### config.mk
export PLATFORM = sky130hd
export DESIGN_NAME = instr_fetch_flat
export DESIGN_NICKNAME = d
export VERILOG_FILES = /design/src/rtl/instr_fetch_if.sv /design/src/rtl/instr_fetch.sv /design/src/flat_wrapper.sv
export SDC_FILE = /design/constraint.sdc
export NUM_CORES = 1
export LEC_CHECK = 0
export ABC_AREA = 1
export CAP_MARGIN = 10
export CORE_MARGIN = 8
export CORE_UTILIZATION = 30
export DETAILED_ROUTE_END_ITERATION = 8
export GPL_TIMING_DRIVEN = 0
export PLACE_DENSITY = 0.55
export SLEW_MARGIN = 40
export SYNTH_ARGS = -nofsm -noshare
export SYNTH_HDL_FRONTEND = slang
export SYNTH_SLANG_ARGS = --single-unit
export TNS_END_PERCENT = 100
### constraint.sdc
create_clock -name clk -period 4.4 [get_ports clk]
set_clock_uncertainty 0.15 [all_clocks]
set_input_delay 0.44 -clock clk [delete_from_list [all_inputs] [get_ports clk]]
set_output_delay 0.44 -clock clk [all_outputs]
set_load 0.01 [all_outputs]
### src/rtl/instr_fetch_if.sv
// ============================================================================
// instr_fetch_if : fetch-stage bus (redirect, imem request/response, decode)
// Revision       : 1.0
// ============================================================================
`default_nettype none

interface instr_fetch_if #(
  parameter int PC_WIDTH_LENGTH = 32,
  parameter int INSTR_WIDTH     = 32
);

  logic                       redirect;
  logic [PC_WIDTH_LENGTH-1:0] redirect_pc;

  logic                       imem_req;
  logic [PC_WIDTH_LENGTH-1:0] imem_addr;
  logic                       imem_gnt;
  logic                       imem_rvalid;
  logic [INSTR_WIDTH-1:0]     imem_rdata;

  logic                       instr_valid;
  logic [INSTR_WIDTH-1:0]     instr_out;
  logic [PC_WIDTH_LENGTH-1:0] instr_pc;
  logic                       instr_ready;

  modport master (
    input  redirect,
    input  redirect_pc,
    output imem_req,
    output imem_addr,
    input  imem_gnt,
    input  imem_rvalid,
    input  imem_rdata,
    output instr_valid,
    output instr_out,
    output instr_pc,
    input  instr_ready
  );

  modport slave (
    output redirect,
    output redirect_pc,
    input  imem_req,
    input  imem_addr,
    output imem_gnt,
    output imem_rvalid,
    output imem_rdata,
    input  instr_valid,
    input  instr_out,
    input  instr_pc,
    output instr_ready
  );

endinterface : instr_fetch_if

`default_nettype wire

### src/rtl/instr_fetch.sv
// ============================================================================
// instr_fetch : single-outstanding instruction fetch with {pc,instr} buffer
// Revision    : 1.0
// ============================================================================
`default_nettype none

module instr_fetch #(
  parameter int PC_WIDTH_LENGTH = 32,
  parameter int INSTR_WIDTH     = 32,
  parameter int BUF_DEPTH       = 2
) (
  input  wire logic      clk,
  input  wire logic      reset,
  instr_fetch_if.master  bus
);

  localparam int PTR_W = (BUF_DEPTH > 1) ? $clog2(BUF_DEPTH) : 1;
  localparam int CNT_W = PTR_W + 1;

  typedef enum logic [1:0] {
    S_IDLE = 2'd0,
    S_REQ  = 2'd1,
    S_WAIT = 2'd2
  } state_e;

  state_e                     state_q,       state_d;
  logic [PC_WIDTH_LENGTH-1:0] fetch_addr_q,  fetch_addr_d;
  logic [PC_WIDTH_LENGTH-1:0] issued_addr_q, issued_addr_d;
  logic                       outstanding_q, outstanding_d;
  logic                       drop_q,        drop_d;
  logic [PTR_W-1:0]           wr_ptr_q,      wr_ptr_d;
  logic [PTR_W-1:0]           rd_ptr_q,      rd_ptr_d;
  logic [CNT_W-1:0]           count_q,       count_d;

  logic [PC_WIDTH_LENGTH-1:0] pc_mem    [BUF_DEPTH];
  logic [INSTR_WIDTH-1:0]     instr_mem [BUF_DEPTH];

  logic                       buf_valid;
  logic                       pop;
  logic                       rsp_hit;
  logic                       push;
  logic [CNT_W:0]             occ_after_pop;
  logic                       room;
  logic                       req;
  logic                       gnt_hs;
  logic [PC_WIDTH_LENGTH-1:0] redirect_aligned;

  assign buf_valid = (count_q != '0);

  // Redirect cycles neither consume nor accept data: the buffer is being flushed.
  assign pop     = buf_valid && bus.instr_ready && !bus.redirect;
  assign rsp_hit = bus.imem_rvalid && outstanding_q;
  assign push    = rsp_hit && !drop_q && !bus.redirect;

  assign occ_after_pop = {1'b0, count_q} - (CNT_W+1)'(pop) + (CNT_W+1)'(outstanding_q);
  assign room          = (occ_after_pop < (CNT_W+1)'(BUF_DEPTH));

  assign req    = (state_q == S_REQ) && room && !bus.redirect && !drop_q;
  assign gnt_hs = req && bus.imem_gnt;

  assign redirect_aligned = {bus.redirect_pc[PC_WIDTH_LENGTH-1:2], 2'b00};

  always_comb begin
    state_d       = state_q;
    fetch_addr_d  = fetch_addr_q;
    issued_addr_d = issued_addr_q;
    outstanding_d = outstanding_q;
    drop_d        = drop_q;
    wr_ptr_d      = wr_ptr_q;
    rd_ptr_d      = rd_ptr_q;
    count_d       = count_q;

    if (rsp_hit) begin
      outstanding_d = 1'b0;
      drop_d        = 1'b0;
    end

    if (gnt_hs) begin
      outstanding_d = 1'b1;
      issued_addr_d = fetch_addr_q;
      fetch_addr_d  = fetch_addr_q + PC_WIDTH_LENGTH'(4);
    end

    if (push) wr_ptr_d = wr_ptr_q + PTR_W'(1);
    if (pop)  rd_ptr_d = rd_ptr_q + PTR_W'(1);
    count_d = count_q + CNT_W'(push) - CNT_W'(pop);

    case (state_q)
      S_IDLE: begin
        if (room) state_d = S_REQ;
      end
      S_REQ: begin
        if (gnt_hs) state_d = S_WAIT;
      end
      S_WAIT: begin
        if (rsp_hit) state_d = (count_d < CNT_W'(BUF_DEPTH)) ? S_REQ : S_IDLE;
      end
      default: state_d = S_IDLE;
    endcase

    // An in-flight response that misses the redirect cycle belongs to the old stream.
    if (bus.redirect) begin
      state_d      = S_REQ;
      fetch_addr_d = redirect_aligned;
      wr_ptr_d     = '0;
      rd_ptr_d     = '0;
      count_d      = '0;
      if (outstanding_q && !bus.imem_rvalid) drop_d = 1'b1;
    end
  end

  always_ff @(posedge clk or negedge reset) begin
    if (!reset) begin
      state_q       <= S_IDLE;
      fetch_addr_q  <= '0;
      issued_addr_q <= '0;
      outstanding_q <= 1'b0;
      drop_q        <= 1'b0;
      wr_ptr_q      <= '0;
      rd_ptr_q      <= '0;
      count_q       <= '0;
    end else begin
      state_q       <= state_d;
      fetch_addr_q  <= fetch_addr_d;
      issued_addr_q <= issued_addr_d;
      outstanding_q <= outstanding_d;
      drop_q        <= drop_d;
      wr_ptr_q      <= wr_ptr_d;
      rd_ptr_q      <= rd_ptr_d;
      count_q       <= count_d;
    end
  end

  // Storage needs no reset: entries are only visible through count_q.
  always_ff @(posedge clk) begin
    if (push) begin
      pc_mem[wr_ptr_q]    <= issued_addr_q;
      instr_mem[wr_ptr_q] <= bus.imem_rdata;
    end
  end

  assign bus.imem_req    = req;
  assign bus.imem_addr   = fetch_addr_q;
  assign bus.instr_valid = buf_valid;
  assign bus.instr_out   = buf_valid ? instr_mem[rd_ptr_q] : '0;
  assign bus.instr_pc    = buf_valid ? pc_mem[rd_ptr_q]    : '0;

  a_req_stable : assert property (@(posedge clk) disable iff (!reset)
    (bus.imem_req && !bus.imem_gnt) |=> (bus.redirect || (bus.imem_req && $stable(bus.imem_addr))));

  a_no_overflow : assert property (@(posedge clk) disable iff (!reset)
    !(push && !pop && (count_q == CNT_W'(BUF_DEPTH))));

endmodule : instr_fetch

`default_nettype wire

### src/flat_wrapper.sv
// flat-port wrapper written by rule: the top's interface ports become plain ports
module instr_fetch_flat 
#(
  parameter int PC_WIDTH_LENGTH = 32,
  parameter int INSTR_WIDTH     = 32,
  parameter int BUF_DEPTH       = 2
)
  (clk, reset, bus_redirect, bus_redirect_pc, bus_imem_req, bus_imem_addr, bus_imem_gnt, bus_imem_rvalid, bus_imem_rdata, bus_instr_valid, bus_instr_out, bus_instr_pc, bus_instr_ready);
  instr_fetch_if #(.PC_WIDTH_LENGTH(PC_WIDTH_LENGTH), .INSTR_WIDTH(INSTR_WIDTH)) bus_i ();
  input  wire logic clk;
  input  wire logic reset;
  input wire logic [$bits(bus_i.redirect)-1:0] bus_redirect;
  input wire logic [$bits(bus_i.redirect_pc)-1:0] bus_redirect_pc;
  output wire logic [$bits(bus_i.imem_req)-1:0] bus_imem_req;
  output wire logic [$bits(bus_i.imem_addr)-1:0] bus_imem_addr;
  input wire logic [$bits(bus_i.imem_gnt)-1:0] bus_imem_gnt;
  input wire logic [$bits(bus_i.imem_rvalid)-1:0] bus_imem_rvalid;
  input wire logic [$bits(bus_i.imem_rdata)-1:0] bus_imem_rdata;
  output wire logic [$bits(bus_i.instr_valid)-1:0] bus_instr_valid;
  output wire logic [$bits(bus_i.instr_out)-1:0] bus_instr_out;
  output wire logic [$bits(bus_i.instr_pc)-1:0] bus_instr_pc;
  input wire logic [$bits(bus_i.instr_ready)-1:0] bus_instr_ready;
  assign bus_i.redirect = bus_redirect;
  assign bus_i.redirect_pc = bus_redirect_pc;
  assign bus_imem_req = bus_i.imem_req;
  assign bus_imem_addr = bus_i.imem_addr;
  assign bus_i.imem_gnt = bus_imem_gnt;
  assign bus_i.imem_rvalid = bus_imem_rvalid;
  assign bus_i.imem_rdata = bus_imem_rdata;
  assign bus_instr_valid = bus_i.instr_valid;
  assign bus_instr_out = bus_i.instr_out;
  assign bus_instr_pc = bus_i.instr_pc;
  assign bus_i.instr_ready = bus_instr_ready;
  instr_fetch #(.PC_WIDTH_LENGTH(PC_WIDTH_LENGTH), .INSTR_WIDTH(INSTR_WIDTH), .BUF_DEPTH(BUF_DEPTH)) u_core (.clk(clk), .reset(reset), .bus(bus_i));
endmodule
======== Word-level counts from Yosys, hierarchy flattened ========
Memories as Yosys holds them, arrays and structs flattened.
Cells that the tools add are included.
word-level totals
  register bits ........................... 72
  memory bits (writable) .................. 128
  input port bits ......................... 70
  output and inout port bits .............. 98
  memories ................................ 2
memories
  name              words  bits a word  read ports  clocked after Yosys merged registers in  write ports  RTL line           RTL
  u_core.instr_mem  2      32           1           0                                        1            instr_fetch.sv:36  logic [INSTR_WIDTH-1:0] instr_mem [BUF_DEPTH];
  u_core.pc_mem     2      32           1           0                                        1            instr_fetch.sv:35  logic [PC_WIDTH_LENGTH-1:0] pc_mem [BUF_DEPTH];
operators by class
  add/subtract/negate cells ............... 7
  magnitude comparators ................... 2
  equality and inequality tests ........... 5
  mux-type cells .......................... 22
  reductions and logical operators ........ 20
operator list
  cell                                                                          number
  32-bit 2-to-1 mux                                                             4
  32-bit by 3-bit adder with 32-bit output, second input constant               1
  1-bit 2-to-1 mux                                                              12
  1-bit logical AND                                                             10
  2-bit 2-to-1 mux                                                              5
  2-bit nonzero test                                                            5
  3-bit by 2-bit inequality test with 1-bit output, second input constant       3
  2-bit case mux with 3 select lines                                            1
  3-bit by 1-bit adder with 3-bit output                                        1
  1-bit logical NOT                                                             3
  3-bit by 2-bit less-than comparator with 1-bit output, second input constant  1
  3-bit AND reduction                                                           1
  2-bit by 1-bit subtractor with 3-bit output                                   1
  1-bit adder, second input constant                                            2
  2-bit by 1-bit adder with 2-bit output                                        1
  2-bit by 1-bit equality test with 1-bit output, second input constant         1
  2-bit equality test, second input constant                                    1
  2-bit logical NOT                                                             1
  2-bit less-than comparator, second input constant                             1
  2-bit by 1-bit subtractor with 2-bit output                                   1

======== Depth between registers and ports, before layout ========
  depth in word-level cells ............... 13
  depth in mapped cells ................... 17
  mapped depth without buffers ............ 16

======== Worst setup path before layout ========
No wires, ideal clock.
  kind .................................... input to register
  start ................................... in bus_redirect
  end ..................................... mem u_core.instr_mem[1][0], enable pin
  arrival ................................. 3.604 ns
  slack ................................... 0.163 ns
  cell stages on the path ................. 5
  cell sequence ........................... buf_6 -> inv_2 -> clkbuf_1 -> nand2_1 -> nor2_1
on the way
  word-level cells in the longest chain between the ends .. 4
ends and longest elaborated chain
  element                                 RTL line            RTL
  from (decl)                             flat_wrapper.sv:12  input wire logic [$bits(bus_i.redirect)-1:0] bus_redirect;
  1-bit logical NOT                       instr_fetch.sv:53   assign push = rsp_hit && !drop_q && !bus.redirect;
  1-bit logical AND                       instr_fetch.sv:53
  1-bit 2-to-1 mux                        instr_fetch.sv:136  if (push) begin
  1-bit 2-to-1 mux (not written as such)  instr_fetch.sv:138  instr_mem[wr_ptr_q] <= bus.imem_rdata;
  to (decl)                               instr_fetch.sv:36
No other way between the ends.

======== Worst setup path in the final report ========
  start ................................... reg u_core.count_q[1]
  end ..................................... out bus_imem_req
on the way
  word-level cells in the longest chain between the ends .. 9
ends and longest elaborated chain
  element                                                    RTL line            RTL
  from (decl)                                                instr_fetch.sv:33   logic [CNT_W-1:0] count_q, count_d;
  from (signal assigned)                                     instr_fetch.sv:130  count_q <= count_d;
  2-bit nonzero test                                         instr_fetch.sv:48   assign buf_valid = (count_q != '0);
  1-bit logical AND (2 in series)                            instr_fetch.sv:51   assign pop = buf_valid && bus.instr_ready && !bus.redirect;
  2-bit by 1-bit subtractor with 3-bit output (*)            instr_fetch.sv:55   assign occ_after_pop = {1'b0, count_q} - (CNT_W+1)'(pop) + (CNT_W+1)'(outstanding_q);
  3-bit by 1-bit adder with 3-bit output (*)                 instr_fetch.sv:55
  3-bit by 2-bit less-than comparator with 1-bit output (*)  instr_fetch.sv:56   assign room = (occ_after_pop < (CNT_W+1)'(BUF_DEPTH));
  1-bit logical AND (*) (3 in series)                        instr_fetch.sv:58   assign req = (state_q == S_REQ) && room && !bus.redirect && !drop_q;
  to (decl)                                                  flat_wrapper.sv:14  output wire logic [$bits(bus_i.imem_req)-1:0] bus_imem_req;
Every way passes the cells marked *; elsewhere a longest branch is shown, timed or not.

==> impl_metrics.json <==
{
  "clock_latency_ns": 0.42,
  "gp_congestion": 0.911,
  "worstSetupPathType": "flop to primary output",
  "rows": 61,
  "clockBufferDepth": 2,
  "crit_buf_inv": 3,
  "synth.distinct_cells": 30,
  "final_core_util_pct": 41.0,
  "io-pin-count": 168,
  "grt_overflow": 0,
  "drt_pass1_iterations": 5,
  "crit_path_end_kind": "primary output",
  "critPathMostFrequentCell": "nand2_1",
  "grt_pass1_vias": 6907,
  "pwr-share-seq_pct": 50.0,
  "worstHoldPathType": "input pin to flop",
  "cts.sinks": 192,
  "ys_seq_area_share_pct": 63.7,
  "synth-edff-count": 124,
  "max_cap_violations": 0,
  "coreArea_um2": 27900,
  "combPwrFrac_pct": 20.5,
  "htree_levels": 4,
  "drt_drc_violations_left": 0,
  "synthFlopType": "edfxtp_1",
  "p_leak_nw": 4.56,
  "synthArstFlopShare_pct": 35.4,
  "n_antenna_cell": 0,
  "final.period_utilization_pct": 88.4,
  "initial_core_util_pct": 30.6,
  "setup_viol": 0,
  "die_w_um": 185,
  "dp_hpwl_um": 18500,
  "cts_tree": "built",
  "start_kind": "flop",
  "grt_first_pass_wirelength_um": 38300,
  "viasPerCell": 4.45,
  "path_clk_slew_ns": 0.07,
  "io_buffers": 160,
  "numCtsBuffers": 17,
  "worstMarginPinSlew_ns": 0.627,
  "cpPeakStageDelay_ns": 0.53,
  "avgSynthCellArea_um2": 9.34,
  "final_cell_count_no_fill": 1497,
  "crit_family": "simple AND/OR/NAND/NOR gates",
  "slowest_stage": "clkdlybuf4s50_1",
  "placed_cells": 1463,
  "finalHoldViolCount": 0,
  "rsz0062_at_grt": "false",
  "arrival_ns": 3.30,
  "p_sw_mw": 1.50,
  "vdd_drop_max_mv": 0.198,
  "ant_nets": 0,
  "grt_max_degree": 45,
  "nets": 1181,
  "relSlewSlack_pct": 58.2,
  "drive_above_1_share_pct": 6.70,
  "clockPowerShare_pct": 29.5,
  "crit_chain": "nor2_4 -> inv_1 -> nand2_1 -> nor2_1 -> ha_1 -> or2_2 -> fa_1 -> nand2_1 -> nor2_2 -> nand2_1 -> inv_1 -> clkdlybuf4s50_1",
  "synthCells": 913,
  "status": "complete, no violations",
  "num_vias": 6662,
  "intPower_mw": 3.43,
  "grtUsageTotal_pct": 14.6,
  "syn_area_um2": 8520,
  "dieArea_um2": 34100,
  "yosysWarnings": 0,
  "pwr_density_cell_nw_per_um2": 432,
  "antenna_found_initial": 0,
  "cp.required_ns": 3.81,
  "area_delta_synth_final_pct": 34.0,
  "fp.dieH_um": 185,
  "period_needed_ns": 3.89,
  "switching_share_pct": 30.5,
  "ctsRootBufferMaster": "clkbuf_16",
  "max_freq_mhz": 257,
  "dr.first_iter.drc_count": 347,
  "routed_wl_um": 24400,
  "synth-seq-cells": 192,
  "slew_violations": 0,
  "cp_max_fo": 4,
  "wl_per_cell_um": 16.3
}
-- per-stage QoR --
step	area (um^2)	worst slack [ns]	total power, mW	hold WS (ns)	setup TNS, ns
global route	11400	0.270	5.23	0.201	0
global placement	10600	-2.10	3.49	0.302	-246.65
detailed placement	10900	0.374	3.53	0.174	0
floorplan	8530	0.163	2.96	-0.00559	0
finish	11400	0.510	4.93	0.205	0
CTS	11400	0.117	5.00	0.192	0
-- path summary, 6_finish.rpt --
kind | start | endpoint | slack (ns) | cells after the start
max | u_core.count_q[1] | bus_imem_req | 0.51 | 12
min | bus_redirect | u_core.bus.imem_addr[31] | 0.20 | 5
max reg2reg | u_core.count_q[1] | u_core.bus.imem_addr[13] | 1.14 | 14
min reg2reg | u_core.issued_addr_q[8] | u_core.pc_mem[0][8] | 0.32 | 0
max in group asynchronous | reset | u_core.bus.imem_addr[9] | 3.30 | 3
min in group asynchronous | reset | u_core.issued_addr_q[28] | 0.30 | 2
-- registers in the layout (all words and copies together), names as in the netlist --
name	flops
u_core.state_q	2
u_core.issued_addr_q	30
u_core.pc_mem	60
u_core.wr_ptr_q	1
u_core.instr_mem	64
u_core.outstanding_q	1
u_core.count_q	2
u_core.bus.imem_addr	30
u_core.rd_ptr_q	1
u_core.drop_q	1
-- power groups by stage --
stage | combinational, mW | clock (mW) | sequential (mW)
floorplan | 0.516 | 0 | 2.44
global placement | 0.996 | 0 | 2.50
detailed placement | 1.03 | 0 | 2.50
CTS | 1.03 | 1.50 | 2.47
global route | 1.14 | 1.58 | 2.51
finish | 1.01 | 1.46 | 2.47
-- cells by family (layout without fill, tap and decap cells) --
family / Yosys count / after routing / share of synthesized area [%]
xor gates and xnor gates: 2 / 2 / 0.206
and+or+nand+nor: 489 / 489 / 23.0
other: 1 / 4 / 0.0440
buffers and inverters: 114 / 317 / 5.72
adders and majority gates: 5 / 5 / 0.822
AOI/OAI and AO/OA: 110 / 110 / 6.50
DFF: 192 / 192 / 63.7
-- tightest hold or removal path: stages --
cell and delay [ns]:
buf_6 0.11, nand2_1 0.05, nand2_1 0.06, inv_1 0.03, nand2_1 0.05
-- placed cells by master, fill, tap and decap left out, types with 5 or more instances in the layout --
master           Yosys  layout
a21oi_1             64      64
buf_16               0       7
buf_2                9       9
buf_4                5       6
buf_6                4       5
clkbuf_1            23      23
clkbuf_16            0      17
clkdlybuf4s50_1      0     159
clkinv_1             4       5
dfrtp_1             68      68
edfxtp_1           124     124
inv_1               64      64
inv_6                0       5
nand2_1            353     353
nand3_1             61      61
nor2_1              61      58
nor2_4               2       5
o21ai_0             22      22
o21ai_1             22      22
-- metal layers --
| metal | vias up | routed length, um | part of all wire (%) | track usage, % |
|---|---|---|---|---|
| li1 | 3372 | - | - | - |
| met2 | 158 | 11300 | 47 | 24.2 |
| met5 | - | 0 | 0 | 0 |
| met3 | 15 | 1330 | 5.5 | 2.99 |
| met1 | 3117 | 11400 | 47 | 19.3 |
| met4 | 0 | 250 | 1.0 | 3.48 |
-- synthesized netlist by cell type, types with 5 or more instances --
| library cell | n | area [um^2] |
|---|---|---|
| dfrtp_1 | 68 | 1700 |
| inv_1 | 64 | 240 |
| edfxtp_1 | 124 | 3720 |
| buf_4 | 5 | 37.5 |
| nand2_1 | 353 | 1330 |
| buf_2 | 9 | 45.0 |
| o21ai_1 | 22 | 110 |
| nor2_1 | 61 | 229 |
| nand3_1 | 61 | 305 |
| a21oi_1 | 64 | 320 |
| o21ai_0 | 22 | 110 |
| clkbuf_1 | 23 | 86.3 |
-- repair_timing --
action                                  4_1_cts  5_1_grt
endpoints found under the setup margin        1        1
buffers inserted                              0        1
hold buffers                                  1        0
endpoints found under the hold margin        24        0
resized for setup                             1        0
pin swaps                                     0        1
-- layout make-up --
type | instances | area [um^2]
plain buffers | 42 | 218
clock buffers | 17 | 425
clock inverters | 15 | 125
fillers | 2767 | 16400
inverters | 72 | 270
multi-input cells | 610 | 2640
flip-flops and latches | 192 | 5430
well taps | 378 | 473
repair buffers | 171 | 1840
(Power assumes the default switching activity.)
